## config.mk

```make
export PLATFORM = sky130hd
export DESIGN_NAME = sram_fifo_ctrl_flat
export DESIGN_NICKNAME = d
export VERILOG_FILES = /design/src/rtl/sram_fifo_ctrl_if.sv /design/src/rtl/sram_fifo_ctrl.sv /design/src/flat_wrapper.sv
export SDC_FILE = /design/constraint.sdc
export NUM_CORES = 1
export LEC_CHECK = 0
export BUFFER_PORTS_ARGS = -buffer_cell sky130_fd_sc_hd__buf_2
export CORE_MARGIN = 10
export CORE_UTILIZATION = 25
export CTS_BUF_LIST = sky130_fd_sc_hd__clkbuf_4 sky130_fd_sc_hd__clkbuf_8 sky130_fd_sc_hd__clkbuf_16
export CTS_CLUSTER_DIAMETER = 100
export DETAILED_ROUTE_END_ITERATION = 10
export SYNTH_ARGS = -nofsm -noshare
export SYNTH_HDL_FRONTEND = slang
export SYNTH_SLANG_ARGS = --single-unit
```

## constraint.sdc

```tcl
create_clock -name I_Clk -period 10.5 [get_ports I_Clk]
set_clock_uncertainty 0.2 [all_clocks]
set_input_delay 1.05 -clock I_Clk [delete_from_list [all_inputs] [get_ports I_Clk]]
set_output_delay 1.05 -clock I_Clk [all_outputs]
set_load 0.02 [all_outputs]
```

## src/rtl/sram_fifo_ctrl_if.sv

```systemverilog
// sram_fifo_ctrl_if: push/pop streams, flush, fill count and SRAM port bundle for sram_fifo_ctrl.
interface sram_fifo_ctrl_if #(
  parameter int DATA_WIDTH = 32,
  parameter int RAM_DEPTH  = 64
);
  localparam int ADDR_WIDTH = $clog2(RAM_DEPTH);
  localparam int CNT_WIDTH  = $clog2(RAM_DEPTH + 3);
  logic                  I_Flush;
  logic                  I_PushValid;
  logic                  O_PushReady;
  logic [DATA_WIDTH-1:0] I_PushData;
  logic                  O_PopValid;
  logic                  I_PopReady;
  logic [DATA_WIDTH-1:0] O_PopData;
  logic [CNT_WIDTH-1:0]  O_Count;
  logic                  O_WrEn;
  logic [ADDR_WIDTH-1:0] O_WrAddr;
  logic [DATA_WIDTH-1:0] O_WrData;
  logic                  O_RdEn;
  logic [ADDR_WIDTH-1:0] O_RdAddr;
  logic [DATA_WIDTH-1:0] I_RdData;
  modport master (
    output I_Flush, I_PushValid, I_PushData, I_PopReady, I_RdData,
    input  O_PushReady, O_PopValid, O_PopData, O_Count,
           O_WrEn, O_WrAddr, O_WrData, O_RdEn, O_RdAddr
  );
  modport slave (
    input  I_Flush, I_PushValid, I_PushData, I_PopReady, I_RdData,
    output O_PushReady, O_PopValid, O_PopData, O_Count,
           O_WrEn, O_WrAddr, O_WrData, O_RdEn, O_RdAddr
  );
endinterface

```

## src/rtl/sram_fifo_ctrl.sv

```systemverilog
// sram_fifo_ctrl: show-ahead FIFO over a dual-port SRAM; out + skid registers hide the 1-cycle read latency.
module sram_fifo_ctrl #(
  parameter int DATA_WIDTH = 32,
  parameter int RAM_DEPTH  = 64
) (
  input logic             I_Clk,
  input logic             I_Reset_n,
  sram_fifo_ctrl_if.slave bus
);
  localparam int ADDR_WIDTH = $clog2(RAM_DEPTH);
  localparam int CNT_WIDTH  = $clog2(RAM_DEPTH + 3);
  logic [ADDR_WIDTH-1:0] r_wr_ptr, r_rd_ptr;
  logic [ADDR_WIDTH:0]   r_ram_cnt;
  logic                  r_rd_pend, r_out_valid, r_skid_valid;
  logic [DATA_WIDTH-1:0] r_out_data, r_skid_data;
  logic                  w_push_ready, w_push_fire, w_pop_fire, w_rd_en, w_out_free;
  logic [1:0]            w_occ;
  // Ready is gated by reset so nothing is accepted while the FIFO is held cleared.
  assign w_push_ready = I_Reset_n & (r_ram_cnt != (ADDR_WIDTH+1)'(RAM_DEPTH)) & ~bus.I_Flush;
  assign w_push_fire  = bus.I_PushValid & w_push_ready;
  assign w_pop_fire   = r_out_valid & bus.I_PopReady;
  assign w_occ        = {1'b0, r_out_valid} + {1'b0, r_skid_valid} + {1'b0, r_rd_pend};
  assign w_rd_en      = (r_ram_cnt != '0) & ((w_occ - {1'b0, w_pop_fire}) < 2'd2) & ~bus.I_Flush;
  assign w_out_free   = ~r_out_valid | w_pop_fire;
  assign bus.O_PushReady = w_push_ready;
  assign bus.O_WrEn      = w_push_fire;
  assign bus.O_WrAddr    = r_wr_ptr;
  assign bus.O_WrData    = bus.I_PushData;
  assign bus.O_RdEn      = w_rd_en;
  assign bus.O_RdAddr    = r_rd_ptr;
  assign bus.O_PopValid  = r_out_valid;
  assign bus.O_PopData   = r_out_data;
  assign bus.O_Count     = CNT_WIDTH'(r_ram_cnt) + CNT_WIDTH'(r_out_valid)
                         + CNT_WIDTH'(r_skid_valid) + CNT_WIDTH'(r_rd_pend);
  always_ff @(posedge I_Clk or negedge I_Reset_n) begin
    if (!I_Reset_n) begin
      r_wr_ptr     <= '0;
      r_rd_ptr     <= '0;
      r_ram_cnt    <= '0;
      r_rd_pend    <= 1'b0;
      r_out_valid  <= 1'b0;
      r_skid_valid <= 1'b0;
      r_out_data   <= '0;
      r_skid_data  <= '0;
    end else if (bus.I_Flush) begin
      r_wr_ptr     <= '0;
      r_rd_ptr     <= '0;
      r_ram_cnt    <= '0;
      r_rd_pend    <= 1'b0;
      r_out_valid  <= 1'b0;
      r_skid_valid <= 1'b0;
    end else begin
      if (w_push_fire) r_wr_ptr <= r_wr_ptr + 1'b1;
      if (w_rd_en) r_rd_ptr <= r_rd_ptr + 1'b1;
      r_ram_cnt <= r_ram_cnt + (ADDR_WIDTH+1)'(w_push_fire) - (ADDR_WIDTH+1)'(w_rd_en);
      r_rd_pend <= w_rd_en;
      // Skid always holds the older word, so it refills Out before fresh read data does.
      if (w_out_free) begin
        r_out_valid  <= r_skid_valid | r_rd_pend;
        r_skid_valid <= r_skid_valid & r_rd_pend;
        if (r_skid_valid) r_out_data <= r_skid_data;
        else if (r_rd_pend) r_out_data <= bus.I_RdData;
        if (r_skid_valid & r_rd_pend) r_skid_data <= bus.I_RdData;
      end else if (r_rd_pend) begin
        r_skid_valid <= 1'b1;
        r_skid_data  <= bus.I_RdData;
      end
    end
  end
endmodule
```

## src/flat_wrapper.sv

```systemverilog
// flat-port wrapper written by rule: the top's interface ports become plain ports
module sram_fifo_ctrl_flat 
#(
  parameter int DATA_WIDTH = 32,
  parameter int RAM_DEPTH  = 64
)
  (I_Clk, I_Reset_n, bus_I_Flush, bus_I_PushValid, bus_I_PushData, bus_I_PopReady, bus_I_RdData, bus_O_PushReady, bus_O_PopValid, bus_O_PopData, bus_O_Count, bus_O_WrEn, bus_O_WrAddr, bus_O_WrData, bus_O_RdEn, bus_O_RdAddr);
  sram_fifo_ctrl_if #(.DATA_WIDTH(DATA_WIDTH), .RAM_DEPTH(RAM_DEPTH)) bus_i ();
  input logic I_Clk;
  input logic I_Reset_n;
  input wire logic [$bits(bus_i.I_Flush)-1:0] bus_I_Flush;
  input wire logic [$bits(bus_i.I_PushValid)-1:0] bus_I_PushValid;
  input wire logic [$bits(bus_i.I_PushData)-1:0] bus_I_PushData;
  input wire logic [$bits(bus_i.I_PopReady)-1:0] bus_I_PopReady;
  input wire logic [$bits(bus_i.I_RdData)-1:0] bus_I_RdData;
  output wire logic [$bits(bus_i.O_PushReady)-1:0] bus_O_PushReady;
  output wire logic [$bits(bus_i.O_PopValid)-1:0] bus_O_PopValid;
  output wire logic [$bits(bus_i.O_PopData)-1:0] bus_O_PopData;
  output wire logic [$bits(bus_i.O_Count)-1:0] bus_O_Count;
  output wire logic [$bits(bus_i.O_WrEn)-1:0] bus_O_WrEn;
  output wire logic [$bits(bus_i.O_WrAddr)-1:0] bus_O_WrAddr;
  output wire logic [$bits(bus_i.O_WrData)-1:0] bus_O_WrData;
  output wire logic [$bits(bus_i.O_RdEn)-1:0] bus_O_RdEn;
  output wire logic [$bits(bus_i.O_RdAddr)-1:0] bus_O_RdAddr;
  assign bus_i.I_Flush = bus_I_Flush;
  assign bus_i.I_PushValid = bus_I_PushValid;
  assign bus_i.I_PushData = bus_I_PushData;
  assign bus_i.I_PopReady = bus_I_PopReady;
  assign bus_i.I_RdData = bus_I_RdData;
  assign bus_O_PushReady = bus_i.O_PushReady;
  assign bus_O_PopValid = bus_i.O_PopValid;
  assign bus_O_PopData = bus_i.O_PopData;
  assign bus_O_Count = bus_i.O_Count;
  assign bus_O_WrEn = bus_i.O_WrEn;
  assign bus_O_WrAddr = bus_i.O_WrAddr;
  assign bus_O_WrData = bus_i.O_WrData;
  assign bus_O_RdEn = bus_i.O_RdEn;
  assign bus_O_RdAddr = bus_i.O_RdAddr;
  sram_fifo_ctrl #(.DATA_WIDTH(DATA_WIDTH), .RAM_DEPTH(RAM_DEPTH)) u_core (.I_Clk(I_Clk), .I_Reset_n(I_Reset_n), .bus(bus_i));
endmodule
```

==> results of run 1 <==
## sequential cells by signal, summed over array words and instances (netlist names)
| signal | cells |
|---|---|
| u_core.r_skid_valid | 1 |
| u_core.r_ram_cnt | 7 |
| u_core.bus.O_RdAddr | 6 |
| u_core.bus.O_PopValid | 1 |
| u_core.bus.O_WrAddr | 6 |
| u_core.r_rd_pend | 1 |
| u_core.r_skid_data | 32 |
| u_core.bus.O_PopData | 32 |
## critical path, delay by kind of cell
family                     cells  cell delay [ns]
adders and majority gates      5             1.45
and+or+nand+nor                5             0.71
xor gates and xnor gates       1             0.60
AOI/OAI and AO/OA              2             0.28
buffers and inverters          4             0.26
## cell families (layout without fill, tap and decap cells)
group	Yosys count	after routing	synth area share
AND/OR/NAND/NOR	92	92	0.0984
flip-flops	86	86	0.482
XOR/XNOR	9	9	0.0177
buffers and inverters	66	125	0.0864
multiplexers	69	69	0.164
AO/OA/AOI/OAI	61	61	0.0816
adder cells (fa/ha/maj)	23	23	0.0695
## synth_stat cells (3+ instances only)
cell,number
nor2b_1,5
xnor2_1,7
inv_1,14
o21ai_0,37
nor3_1,3
o31ai_1,3
mux2i_1,36
nor2_1,11
and3_1,3
buf_2,8
dfrtp_1,86
a21oi_1,6
clkbuf_1,9
mux2_2,33
nand2b_1,3
buf_4,32
or4_1,4
nand3_1,8
ha_1,20
fa_1,3
nand2_1,45
## per-stage QoR
stage	hold WS (ns)	util	power [mW]
2_1_floorplan	0.280	-	0.980
3_3_place_gp	0.260	0.281	1.13
3_5_place_dp	0.265	0.281	1.16
4_1_cts	0.281	0.300	1.52
5_1_grt	0.296	0.300	1.61
6_report	0.279	0.300	1.49
## area by class of cell
class	count	area, um^2	area share
sequential	86	2150	0.412
timing repair buffer	93	473	0.0904
multi-input combinational	254	1930	0.370
clock inverter	7	103	0.0196
clock buffer	9	225	0.0431
tap	225	282	0.0538
inverter	16	60.1	0.0115
## where the power goes
part | internal (mW) | switching [mW] | leakage, nW
Combinational | 0.235 | 0.345 | 1.20
Sequential | 0.469 | 0.0913 | 1.09
Clock | 0.212 | 0.143 | 0.162
## placed cells by master, fill, tap and decap left out, types with 3 or more instances in the layout
cell	instances
o21ai_0	37
inv_1	14
nor3_1	3
o31ai_1	3
a21oi_1	6
nand3_1	8
ha_1	20
nor2_1	10
mux2_2	33
clkbuf_16	9
dfrtp_1	85
or4_1	4
fa_1	3
buf_4	3
nand2_1	44
and3_1	3
buf_2	90
mux2i_1	36
xnor2_1	7
nor2b_1	5
nand2b_1	3
## worst max-delay path by stage
stage | endpoint | cells after the start
after floorplan | u_core.r_ram_cnt[6]$_DFF_PN0_ | 17
after global placement | u_core.r_ram_cnt[6]$_DFF_PN0_ | 17
after detailed placement | u_core.r_ram_cnt[6]$_DFF_PN0_ | 17
after CTS | u_core.r_ram_cnt[6]$_DFF_PN0_ | 17
after global routing | u_core.r_ram_cnt[6]$_DFF_PN0_ | 17
final | u_core.r_ram_cnt[6]$_DFF_PN0_ | 17
## per-layer routing
| layer | track usage | vias up |
|---|---|---|
| li1 | - | 1480 |
| met1 | 0.106 | 1507 |
| met2 | 0.156 | 91 |
| met3 | 0.0354 | 26 |
| met4 | 0.0378 | 2 |
| met5 | 0 | - |
==> impl_metrics.json, run 1 <==
{
  "status": "finished clean",
  "maxSlewViolCount": 0,
  "drt_iter0_drc": 142,
  "seq_area_frac_synth": 0.482,
  "syn_area_um2": 4460,
  "setup_tns_ns": 0,
  "r2r_slack_ns": 6.47,
  "setup.worst_path.start": "bus_I_PopReady",
  "ys_warn_count": 0,
  "top_layer_used": "met5",
  "r2r-end": "u_core.r_ram_cnt[6]$_DFF_PN0_",
  "powerDensity_nw_per_um2": 286,
  "holdPathStages": 2,
  "wl_met1_mm": 4.59,
  "r2r_cells": 16,
  "period_minus_slack_ns": 4.34,
  "final_cell_area_um2": 5230,
  "path_clk_slew_ns": 0.06,
  "io_buffers": 91,
  "cts.sinks": 86,
  "syn_area_per_cell_um2": 11.0,
  "grt_pass1_wl_mm": 18.0,
  "timing.final.crit_share": 0.413,
  "num_rows": 48,
  "antenna_found_initial": 1,
  "placed_cell_area_um2": 4900,
  "die_y_um": 154,
  "core_area_um2": 17400,
  "synth_top_area_frac": 0.482,
  "worst_setup_path_end_kind": "flip-flop",
  "cp_data_required_time_ns": 10.51,
  "drc_errors": 0,
  "n_antenna_cell": 0,
  "vias_per_cell": 4.50,
  "post-place-ws_ns": 5.82,
  "final_antenna_net_count": 0,
  "finalHoldViolations": 0,
  "start_util": 0.256,
  "crit_chain": "buf_2, and2_1, ha_1, inv_1, ha_1, a21oi_4, xnor2_1, nor3_1, ha_1, inv_1, ha_1, inv_1, fa_1, nor2b_1, o311a_1, or3_1, nand3_1",
  "grt_setup_unrepaired": "false",
  "cp-start-kind": "input port",
  "fin_cells": 690,
  "max_freq_ghz": 0.230,
  "maxCapViolations": 0,
  "cts_root_buf": "clkbuf_16",
  "place_congestion": 0.768,
  "die_x_um": 154,
  "wl_met3_um": 689,
  "synthFlopType": "dfrtp_1",
  "cts_tree": "done",
  "drt_wl_total_mm": 10.8,
  "max-slew-margin-rel": 0.283,
  "grt_pass1_vias": 3354,
  "path_common_cell": "ha_1",
  "synth_area_leaders": "dfrtp_1 48%, mux2_2 8.3%, mux2i_1 8.1%",
  "synth-async-reset-ratio": 1.00,
  "finalWorstSetupSlack_ns": 6.16,
  "cp.arrival_ns": 4.35,
  "grt_max_degree": 65,
  "die-area_um2": 23600,
  "grt.total_usage": 0.0936,
  "io_pins": 156,
  "finalSetupViolCount": 0,
  "synth_edf_count": 0,
  "syn_nets": 498,
  "crit_type": "input port to flip-flop",
  "ys_ff_latch": 86,
  "postSynthCellCount": 406,
  "p_leak_nw": 2.45,
  "post_cts_buffers": 0,
  "first_pass_iters": 4,
  "cts_resized": 0,
  "min_path_type": "flip-flop to flip-flop",
  "grt_remaining_overflow": 0,
  "peakVddDrop_uv": 98.3,
  "cts_hold_buf": 0,
  "reg2reg_from": "u_core.bus.O_PopValid$_DFFE_PN0P_",
  "cp_slowest_stage_delay_ns": 0.60,
  "drive_above_1_share": 0.316,
  "worst_hold_startpoint": "u_core.bus.O_PopData[16]$_DFFE_PN0P_",
  "cts_buffer_depth": 2,
  "synth_cell_types": 41,
  "numCtsBuffers": 9,
  "whs_endpoint": "u_core.bus.O_PopData[16]$_DFFE_PN0P_",
  "finalNetCount": 552,
  "fill_cells": 1814,
  "syn2layout_area_growth_pct": 17.2,
  "met2_length_mm": 5.40,
  "clk_latency_ns": 0.34,
  "htreeDepth": 3,
  "route.vias.total": 3106,
  "placedCellCount": 674,
  "wire_per_inst_um": 15.7,
  "worst_slew_pin_slew_ns": 1.07,
  "dp_hpwl_mm": 7.75,
  "cp_slowest_cell": "xnor2_1",
  "post-synth-top-area-cell": "dfrtp_1",
  "worst-path-max-fanout": 11
}
Note: power is estimated with default switching activity, not from simulation.
==> inputs of run 2 (changes only) <==
Clock period 10.5 ns to 4 ns, I/O delays scaled along.
==> impl_metrics.json, run 2 (same netlist as run 1, synthesis figures left out) <==
{
  "status": "finished clean",
  "crit_buf_inv": 3,
  "peakVddDrop_uv": 258,
  "vias_per_cell": 4.51,
  "cts.sinks": 86,
  "cp_data_required_time_ns": 4.02,
  "holdPathStages": 2,
  "die-area_um2": 23600,
  "path_clk_slew_ns": 0.06,
  "drc_errors": 0,
  "start_util": 0.256,
  "route.vias.total": 3120,
  "cts_buffer_depth": 2,
  "io_buffers": 91,
  "final_common_cell": "buf_2",
  "core_area_um2": 17400,
  "cp.arrival_ns": 3.61,
  "maxCapViolations": 0,
  "grt_pass1_vias": 3308,
  "grt_remaining_overflow": 0,
  "cts_root_buf": "clkbuf_16",
  "final_cell_area_um2": 5270,
  "r2r_cells": 14,
  "cp_slowest_stage_delay_ns": 0.58,
  "critical_path.top_delay_family": "simple AND/OR/NAND/NOR gates",
  "max-slew-margin-rel": 0.272,
  "num_rows": 48,
  "die_y_um": 154,
  "finalPower_mw": 3.97,
  "setup_tns_ns": 0,
  "placed_cell_area_um2": 4920,
  "place_congestion": 0.754,
  "finalHoldViolations": 0,
  "top_usage_layer": "met2",
  "final_antenna_net_count": 0,
  "worst_setup_path_end_kind": "flip-flop",
  "cts_tree": "done",
  "io_pins": 156,
  "cp-start-kind": "flip-flop",
  "grt_max_degree": 65,
  "finalSetupViolCount": 0,
  "use_met3": 0.0301,
  "maxSlewViolCount": 0,
  "placedCellCount": 676,
  "die_x_um": 154,
  "dp_hpwl_mm": 7.91,
  "crit_type": "flip-flop to flip-flop",
  "max_freq_ghz": 0.279,
  "grt_setup_unrepaired": "false",
  "cp_slowest_cell": "nor2b_1",
  "grt.total_usage": 0.0926,
  "grt_pass1_wl_mm": 17.7,
  "htreeDepth": 3,
  "drive_above_1_share": 0.319,
  "use_met2": 0.152,
  "layout_common_cells": "90 x buf_2, 85 x dfrtp_1, 44 x nand2_1, 37 x o21ai_0, 36 x mux2i_1",
  "crit_chain": "inv_1, ha_1, and4bb_4, nor2b_1, nor3_2, ha_1, inv_1, ha_1, inv_1, fa_1, nor2b_1, o311a_1, or3_1, nand3_1",
  "p_leak_nw": 2.47,
  "fin_cells": 692,
  "period_minus_slack_ns": 3.59,
  "drt_wl_total_mm": 10.8,
  "grtUsageMet1": 0.108,
  "n_antenna_cell": 0,
  "timing.final.crit_share": 0.897,
  "antenna_found_initial": 1,
  "drt_iter0_drc": 106,
  "wire_per_inst_um": 15.6,
  "min_path_type": "input port to flip-flop",
  "numCtsBuffers": 9,
  "cts_resized": 0,
  "powerDensity_nw_per_um2": 753,
  "worst_slew_pin_slew_ns": 1.09,
  "clk_latency_ns": 0.34,
  "cp_num_cells": 14,
  "syn2layout_area_growth_pct": 18.2,
  "first_pass_iters": 4,
  "finalNetCount": 555,
  "worst-path-max-fanout": 11
}
==> run 2: changes by cell type in the layout (fill, tap and decap cells not counted) <==
cell / before / now
nor3_1: 3 / 2
bufinv_16: 2 / 3
inv_6: 2 / 1
clkinv_2: 1 / 0
nor3_2: 0 / 1
buf_4: 3 / 5
clkbuf_4: 0 / 1
dlygate4sd3_1: 0 / 1
inv_8: 1 / 0
==> run 2: path summary, 6_finish.rpt <==
path | to | from | slack (ns)
setup reg to reg | u_core.r_ram_cnt[6]$_DFF_PN0_ | u_core.r_ram_cnt[4]$_DFF_PN0_ | 0.41
max in group asynchronous | u_core.bus.O_PopData[2]$_DFFE_PN0P_ | I_Reset_n | 2.06
hold / removal | u_core.r_skid_data[18]$_DFFE_PN0P_ | bus_I_RdData[18] | 0.10
min in group asynchronous | u_core.r_ram_cnt[6]$_DFF_PN0_ | I_Reset_n | 0.50
hold reg to reg | u_core.bus.O_PopData[22]$_DFFE_PN0P_ | u_core.bus.O_PopData[22]$_DFFE_PN0P_ | 0.27
setup / recovery | u_core.r_ram_cnt[6]$_DFF_PN0_ | u_core.r_ram_cnt[4]$_DFF_PN0_ | 0.41
==> run 2: report_power, final <==
part | leakage [nW] | switching, mW | internal [mW]
combinational | 1.22 | 0.911 | 0.626
sequential | 1.09 | 0.234 | 1.23
clock | 0.167 | 0.351 | 0.617
==> run 2: final cells by class <==
| class | instances | area (um^2) |
|---|---|---|
| inverter | 16 | 60.1 |
| clock inverter | 5 | 108 |
| clock buffer | 10 | 233 |
| tap | 225 | 282 |
| fill | 1807 | 12100 |
| timing repair buffer | 96 | 498 |
| multi-input combinational | 254 | 1940 |
| sequential | 86 | 2150 |
==> run 2: per-stage QoR <==
| step | hold slack (ns) | utilization | setup WS (ns) |
|---|---|---|---|
| after CTS | 0.0792 | 0.303 | 0.389 |
| after global routing | 0.0882 | 0.303 | 0.0156 |
| after floorplan | -0.0956 | - | 0.254 |
| after global placement | 0.257 | 0.283 | 0.519 |
| final | 0.104 | 0.303 | 0.412 |
| after detailed placement | 0.265 | 0.283 | 0.386 |
==> run 2: per-layer routing <==
metal	part of all wire	wire length [um]
met5	0	0
met4	0.020	212
met3	0.059	639
met2	0.48	5230
met1	0.44	4710
==> run 2: what timing repair did <==
action	4_1_cts	5_1_grt
setup buffers	0	0
endpoints found under the hold margin	19	0
hold buffers	1	0
==> run 2: worst reg2reg max path, cell delays in order (launching register included) <==
cell	delay [ns]
dfrtp_1	0.44
inv_1	0.11
ha_1	0.17
and4bb_4	0.26
nor2b_1	0.58
nor3_2	0.13
ha_1	0.32
inv_1	0.06
ha_1	0.15
inv_1	0.05
fa_1	0.38
nor2b_1	0.22
o311a_1	0.22
or3_1	0.12
nand3_1	0.06
==> inputs of run 3 (changes only) <==
Settings changed: CORE_MARGIN 10 to 2.
Clock period 4 ns to 3.5 ns, I/O delays scaled along.
==> impl_metrics.json, run 3 (same netlist as run 1, synthesis figures left out) <==
{
  "status": "finished clean",
  "path_clk_slew_ns": 0.07,
  "setup_tns_ns": 0,
  "min_path_type": "input port to flip-flop",
  "finalPower_mw": 4.47,
  "dp_hpwl_mm": 7.22,
  "antenna_found_initial": 0,
  "worst_setup_path_end_kind": "flip-flop",
  "num_rows": 48,
  "finalSetupViolCount": 0,
  "final_cell_area_um2": 5320,
  "numCtsBuffers": 9,
  "finish.utilization": 0.306,
  "clk_latency_ns": 0.35,
  "placed_cell_area_um2": 4990,
  "layout_common_cells": "90 x buf_2, 84 x dfrtp_1, 44 x nand2_1, 37 x o21ai_0, 36 x mux2i_1",
  "max-slew-margin-rel": 0.534,
  "die-area_um2": 18900,
  "die_x_um": 138,
  "die_y_um": 138,
  "post-place-ws_ns": 0.0193,
  "maxCapViolations": 0,
  "grt_remaining_overflow": 0,
  "first_pass_iters": 4,
  "p_leak_nw": 2.49,
  "crit_type": "flip-flop to flip-flop",
  "cp_slowest_stage_delay_ns": 0.39,
  "final_common_cell": "buf_2",
  "wire_per_inst_um": 14.5,
  "timing.final.crit_share": 0.942,
  "peakVddDrop_uv": 243,
  "internal_power_mw": 2.73,
  "grt_pass1_vias": 3210,
  "vias_per_cell": 4.49,
  "cp-start-kind": "flip-flop",
  "grt_pass1_wl_mm": 16.4,
  "drt_wl_total_mm": 10.2,
  "io_buffers": 91,
  "io_pins": 156,
  "cts_buffer_depth": 2,
  "cp_slowest_cell": "dfrtp_2",
  "grt.total_usage": 0.114,
  "final_antenna_net_count": 0,
  "place_congestion": 0.754,
  "worst_slew_pin_slew_ns": 0.698,
  "max_freq_ghz": 0.303,
  "maxSlewViolCount": 0,
  "pwr-share-comb": 0.403,
  "period_minus_slack_ns": 3.30,
  "cts_tree": "done",
  "cts_root_buf": "clkbuf_16",
  "drt_iter0_drc": 77,
  "cp_data_required_time_ns": 3.58,
  "powerDensity_nw_per_um2": 841,
  "finalNetCount": 561,
  "worst-path-max-fanout": 3,
  "route.vias.total": 3141,
  "grt_max_degree": 65,
  "n_antenna_cell": 0,
  "grt_setup_unrepaired": "false",
  "finalHoldViolations": 0,
  "finalWorstSetupSlack_ns": 0.204,
  "pwr-share-seq": 0.375,
  "switching_share": 0.389,
  "power_switching_mw": 1.74,
  "start_util": 0.257,
  "drive_above_1_share": 0.346,
  "power_frac_clock": 0.222,
  "syn2layout_area_growth_pct": 19.2,
  "htreeDepth": 3,
  "drc_errors": 0,
  "core_area_um2": 17400,
  "cp.arrival_ns": 3.38,
  "cts.sinks": 86,
  "crit_chain": "and2_1, ha_1, inv_2, ha_4, a21oi_4, xnor2_2, nor3_4, ha_1, inv_1, ha_2, inv_2, fa_2, nor2b_2, o311a_1, or3_1, nand3_1"
}
==> run 3: changes by cell type in the layout (fill, tap and decap cells not counted), sizes merged <==
cell / previous run / this run
inv: 15 / 16
clkinv: 3 / 6
buf: 95 / 101
bufinv: 3 / 1
clkbuf: 10 / 9
==> run 3: layout make-up <==
type	instances	area (um^2)
flip-flops and latches	86	2150
fillers	1773	12000
clock buffers	9	225
inverters	16	60.1
multi-input cells	254	1970
repair buffers	102	543
clock inverters	7	81.3
well taps	225	282
==> run 3: critical path: cells and delay by family, from the launching register on <==
family / cells / cell delay, ns
AOI/OAI and AO/OA: 2 / 0.42
xor gates and xnor gates: 1 / 0.25
adders and majority gates: 5 / 1.19
buffers and inverters: 3 / 0.14
DFF: 1 / 0.39
and+or+nand+nor: 5 / 0.65
==> run 3: final timing paths <==
path | start | to | slack [ns] | cells after the start
hold / removal | bus_I_RdData[1] | u_core.r_skid_data[1]$_DFFE_PN0P_ | 0.05 | 2
hold reg to reg | u_core.bus.O_PopData[11]$_DFFE_PN0P_ | u_core.bus.O_PopData[11]$_DFFE_PN0P_ | 0.28 | 2
setup reg to reg | u_core.bus.O_PopValid$_DFFE_PN0P_ | u_core.r_ram_cnt[6]$_DFF_PN0_ | 0.20 | 16
setup / recovery | u_core.bus.O_PopValid$_DFFE_PN0P_ | u_core.r_ram_cnt[6]$_DFF_PN0_ | 0.20 | 16
min in group asynchronous | I_Reset_n | u_core.bus.O_RdAddr[4]$_DFFE_PN0P_ | 0.42 | 3
max in group asynchronous | I_Reset_n | u_core.r_skid_data[2]$_DFFE_PN0P_ | 1.59 | 4
==> run 3: stage by stage <==
step	hold WS, ns	cells
4_1_cts	0.0243	699
3_5_place_dp	0.261	682
2_1_floorplan	-0.146	406
6_report	0.0466	699
3_3_place_gp	0.257	682
5_1_grt	0.0279	699
==> run 3: power groups by stage <==
stage,combinational (mW),sequential (mW),clock [mW]
2_1_floorplan,1.10,1.88,0
3_3_place_gp,1.76,1.68,0
3_5_place_dp,1.82,1.70,0
4_1_cts,1.83,1.68,1.04
5_1_grt,2.00,1.74,1.09
6_report,1.80,1.68,0.995
==> run 3: repair_timing <==
action | 4_1_cts | 5_1_grt
setup endpoints to repair | 0 | 1
resized for setup | 0 | 1
endpoints found under the hold margin | 32 | 0
setup buffers | 0 | 0
hold buffers | 1 | 0
==> run 3: layer usage <==
| metal | part of all wire | global-route usage | vias to the layer above |
|---|---|---|---|
| met4 | 0.027 | 0.0584 | 0 |
| li1 | - | - | 1501 |
| met5 | 0 | 0 | - |
| met3 | 0.058 | 0.0305 | 30 |
| met2 | 0.49 | 0.180 | 64 |
| met1 | 0.42 | 0.141 | 1546 |
